$ cat src/rtl/fj_ctrl_pkg.sv
// Shared types and limits for the fork-join dispatcher.
package fj_ctrl_pkg;

  typedef enum logic [1:0] {IDLE, FORK, JOIN, RESP} fj_state_e;

  localparam int FJ_MAX_SLV = 16;

endpackage

$ cat src/rtl/fj_watchdog.sv
// Cycle watchdog for the join phase: counts while enabled, flags when TO_CYC is reached.
module fj_watchdog #(
  parameter int TO_CYC = 255
) (
  input  logic clk,
  input  logic rst,
  input  logic clr,
  input  logic en,
  output logic expired
);

  localparam int WDW = (TO_CYC < 1) ? 1 : $clog2(TO_CYC + 1);

  logic [WDW-1:0] wd_cnt;

  assign expired = (wd_cnt == WDW'(TO_CYC));

  // Saturates at the limit so expired stays asserted until the next clear.
  always_ff @(posedge clk) begin
    if (rst || clr) begin
      wd_cnt <= '0;
    end else if (en && !expired) begin
      wd_cnt <= wd_cnt + WDW'(1);
    end
  end

endmodule

$ cat src/rtl/fj_dispatch_ctrl.sv
// Fork-join dispatcher: broadcasts a master request to all enabled slaves and acks after all complete.
// Optional join watchdog enabled by defining FJ_TIMEOUT_EN.
module fj_dispatch_ctrl
  import fj_ctrl_pkg::*;
#(
  parameter int NSLV   = 2,
  parameter int AW     = 8,
  parameter int TO_CYC = 255,
  parameter int CNTW   = 16
) (
  input  logic            clk,
  input  logic            rst,
  input  logic            m_req,
  input  logic [AW-1:0]   m_addr,
  output logic            m_ack,
  output logic            m_err,
  input  logic [NSLV-1:0] s_en_mask,
  output logic [NSLV-1:0] s_start,
  output logic [AW-1:0]   s_addr,
  input  logic [NSLV-1:0] s_done,
  output logic            busy,
  output logic [CNTW-1:0] txn_cnt
);

  if (NSLV < 1 || NSLV > FJ_MAX_SLV || TO_CYC < 1) begin : g_param_check
    $error("fj_dispatch_ctrl: NSLV must be 1..16 and TO_CYC at least 1");
  end

  fj_state_e       state;
  logic [NSLV-1:0] pending;
  logic [NSLV-1:0] pending_nxt;
  logic            wd_expired;

  // s_done is applied in FORK and JOIN alike; bits not pending simply stay clear.
  assign pending_nxt = pending & ~s_done;
  assign busy        = (state != IDLE);

`ifdef FJ_TIMEOUT_EN
  logic fork_go;
  logic m_err_q;

  assign fork_go = (state == IDLE) && m_req && (s_en_mask != '0);
  assign m_err   = m_err_q;

  fj_watchdog #(
    .TO_CYC (TO_CYC)
  ) u_wd (
    .clk     (clk),
    .rst     (rst),
    .clr     (fork_go),
    .en      (state == JOIN),
    .expired (wd_expired)
  );
`else
  assign wd_expired = 1'b0;
  assign m_err      = 1'b0;
`endif

  always_ff @(posedge clk) begin
    if (rst) begin
      state   <= IDLE;
      pending <= '0;
      s_start <= '0;
      s_addr  <= '0;
      m_ack   <= 1'b0;
      txn_cnt <= '0;
`ifdef FJ_TIMEOUT_EN
      m_err_q <= 1'b0;
`endif
    end else begin
      s_start <= '0;
      m_ack   <= 1'b0;
`ifdef FJ_TIMEOUT_EN
      m_err_q <= 1'b0;
`endif
      case (state)
        IDLE: begin
          if (m_req) begin
            s_addr  <= m_addr;
            pending <= s_en_mask;
            if (s_en_mask != '0) begin
              state   <= FORK;
              s_start <= s_en_mask;
            end else begin
              state <= RESP;
              m_ack <= 1'b1;
            end
          end
        end
        FORK: begin
          pending <= pending_nxt;
          state   <= JOIN;
        end
        // A completion arriving in the expiry cycle still wins over the abort.
        JOIN: begin
          if (pending_nxt == '0) begin
            pending <= '0;
            state   <= RESP;
            m_ack   <= 1'b1;
          end else if (wd_expired) begin
            pending <= '0;
            state   <= RESP;
            m_ack   <= 1'b1;
`ifdef FJ_TIMEOUT_EN
            m_err_q <= 1'b1;
`endif
          end else begin
            pending <= pending_nxt;
          end
        end
        RESP: begin
          txn_cnt <= txn_cnt + CNTW'(1);
          state   <= IDLE;
        end
        default: state <= IDLE;
      endcase
    end
  end

endmodule

$ cat config.mk
export PLATFORM = sky130hd
export DESIGN_NAME = fj_dispatch_ctrl
export DESIGN_NICKNAME = d
export VERILOG_FILES = /design/src/rtl/fj_ctrl_pkg.sv /design/src/rtl/fj_watchdog.sv /design/src/rtl/fj_dispatch_ctrl.sv
export SDC_FILE = /design/constraint.sdc
export NUM_CORES = 1
export LEC_CHECK = 0
export ABC_AREA = 1
export BUFFER_PORTS_ARGS = -buffer_cell sky130_fd_sc_hd__buf_4
export CAP_MARGIN = 0
export CORE_MARGIN = 2
export CORE_UTILIZATION = 50
export CTS_CLUSTER_SIZE = 14
export DETAILED_ROUTE_END_ITERATION = 12
export HOLD_SLACK_MARGIN = 0.06
export PLACE_DENSITY_LB_ADDON = 0.12
export SYNTH_ARGS = -nofsm -noshare
export SYNTH_HDL_FRONTEND = slang
export SYNTH_SLANG_ARGS = --single-unit
$ cat constraint.sdc
create_clock -name clk -period 1.5 [get_ports clk]
set_input_delay 0.45 -clock clk [delete_from_list [all_inputs] [get_ports clk]]
set_output_delay 0.45 -clock clk [all_outputs]
set_load 0.05 [all_outputs]
==> impl_metrics.yaml <==
layout:
  final_cell_mix: "buf_4, nor2_1, nand2_1"
  final.fill_count: 233
  fin_nets: 284
  syn_to_final_growth_pct: 37.8
  diodes: 0
  layout_commonest_cell: "buf_4"
  drive_above_1_share_pct: 31.8
  fin_area_mm2: 0.00201
logic_synthesis:
  avgSynthCellArea_um2: 7.01
  synthArstFlopShare_pct: 0
  synth_mux_area_share_pct: 0
  synth_xor_area_share_pct: 0
  yosys_warnings: 0
  yosysSeqAreaShare_pct: 42.6
  ys_ff_latch: 31
  syn-num-nets: 229
  syn_area_mm2: 0.00146
  synth_compound_area_share_pct: 10.8
  synth_top_family_by_area: "simple AND/OR/NAND/NOR gates"
  synth_cell_types: 24
  synthCells: 208
  synth_fa_ha_area_share_pct: 5.15
  synth-edff-count: 0
  synth_simple_gate_area_share_pct: 34.2
  synth_flop_cell: "dfxtp_1"
setup_path:
  worstSetupPathType: "flop to primary output"
  cp_max_fo: 2
  crit_required_ns: 1.05
  crit_path_start_kind: "flop"
  arrival_ns: 1.14
  endpoint_kind: "primary output"
floorplanning:
  num_rows: 19
  start_util_pct: 52.9
  die_x_um: 58.0
  core_region_area_mm2: 0.00276
  dieArea_mm2: 0.00336
  io_pins: 44
  die_h_um: 58.0
job:
  maxCapViolCount: 0
detailed_routing:
  vias_per_cell: 4.86
  vias: 1434
  drt_iter0_markers: 73
  drtAntennaViolNets: 0
  first_pass_iters: 5
  drc: 0
  wl_per_cell_um: 10.7
  wl_um: 3160
placed_design:
  place.gp.congestion: 0.770
  io_buffer_count: 42
  place_area_mm2: 0.00184
  hpwl_um: 2310
clock_tree:
  path_clk_slew_ns: 0.10
  cts_inserted_buffers: 5
  cts-root-buf: "clkbuf_4"
  clock_latency_ns: 0.33
  cts_buffer_depth: 2
  cts_tree: "built"
  h-tree-depth: 2
  cts_num_sinks: 31
sta:
  final_max_slew_viol_count: 0
  setup_violations: 1
  fmax_mhz: 628
  hold_viol: 0
  holdWs_ns: 0.293
  fin_crit_sh_pct: 106
  fin_ws_ns: -0.0918
  fin_skew_ns: 0.00457
  rsz0062_at_grt: "true"
  min_period_ns: 1.59
global_routing:
  grt_overflow: 0
  track_usage_pct: 19.8
  grt_pass1_vias: 1199
  grt_first_pass_wirelength_um: 5000
  grt_max_degree: 16
  antenna_found_initial: 0
run_status:
  status: "finished with violations"
  violations: "setup timing"
power:
  irDropWorstVdd_uv: 1500
  finalPower_w: 0.00325
  cellPowerDensity_mw_per_mm2: 1620
  p_leak_nw: 0.930
worst_hold_path:
  hold_class: "input port to flop"
[metal layers]
layer	vias up	global-route usage (%)	wire, um
met3	5	8.04	229
li1	764	-	-
met4	0	9.97	53
met5	-	0	0
met1	624	22.0	1410
met2	41	32.5	1470
[layout make-up]
class / instances / area [um2] / share of cell area (%)
Timing Repair Buffer: 52 / 398 / 19.8
Clock inverter: 2 / 35.0 / 1.74
Clock buffer: 6 / 51.3 / 2.55
Tap cell: 31 / 38.8 / 1.93
Sequential cell: 31 / 632 / 31.5
Inverter: 21 / 85.1 / 4.24
Multi-Input combinational cell: 152 / 768 / 38.3
[final timing paths]
check	start	end	slack, ns	cells past startpoint
min reg2reg	s_addr[5]	s_addr[5]	0.49	2
max reg2reg	state[1]	pending[0]	0.12	8
max	state[0]	busy	-0.09	4
min	rst	txn_cnt[7]	0.29	2
[report_power, final]
| group | switching [W] | internal [W] |
|---|---|---|
| clock network | 0.000296 | 0.000394 |
| logic | 0.000935 | 0.000566 |
| registers | 0.0000846 | 0.000974 |
[registers in the layout (all words and copies together) (netlist names)]
name     flops
state        2
pending      2
txn_cnt     16
s_addr       8
s_start      2
m_ack        1
[cell families after synthesis]
| family | Yosys count |
|---|---|
| flops | 31 |
| simple gates | 114 |
| fa+ha+maj | 6 |
| buf+inv | 25 |
| other cells | 1 |
| compound gates | 31 |
[critical path, cell delays in order (launching register included)]
cell and delay [ns]:
dfxtp_4 0.36, inv_4 0.06, ha_4 0.15, clkinvlp_4 0.09
buf_8 0.15
[cell usage after synthesis, types with 3 or more instances]
cell type / count / area, um2
nor3_1: 3 / 15.0
inv_1: 18 / 67.6
o21ai_0: 13 / 65.1
nand3_1: 8 / 40.0
ha_1: 6 / 75.1
nor2_1: 48 / 180
nand2_2: 4 / 25.0
nand2_1: 41 / 154
nor2_2: 3 / 18.8
nor2_4: 3 / 33.8
dfxtp_1: 31 / 621
a21oi_1: 15 / 75.1
[through the flow]
stage / instances / util [%] / worst slack [ns] / TNS (ns)
2_1_floorplan: 208 / - / 0.000346 / 0
3_3_place_gp: 281 / 66.6 / 0.0913 / 0
3_5_place_dp: 281 / 66.6 / 0.0132 / 0
4_1_cts: 294 / 71.6 / -0.0995 / -0.0995
5_1_grt: 295 / 72.8 / -0.147 / -0.147
6_report: 295 / 72.8 / -0.0918 / -0.0918
[repair_timing]
item                                   CTS  global route
hold buffers                             0             0
setup buffers                            5             1
pin swaps                                1             1
resized for setup                        7             7
endpoints found under the hold margin    0             0
setup endpoints to repair                2             9
Note: power is estimated with default switching activity, not from simulation.
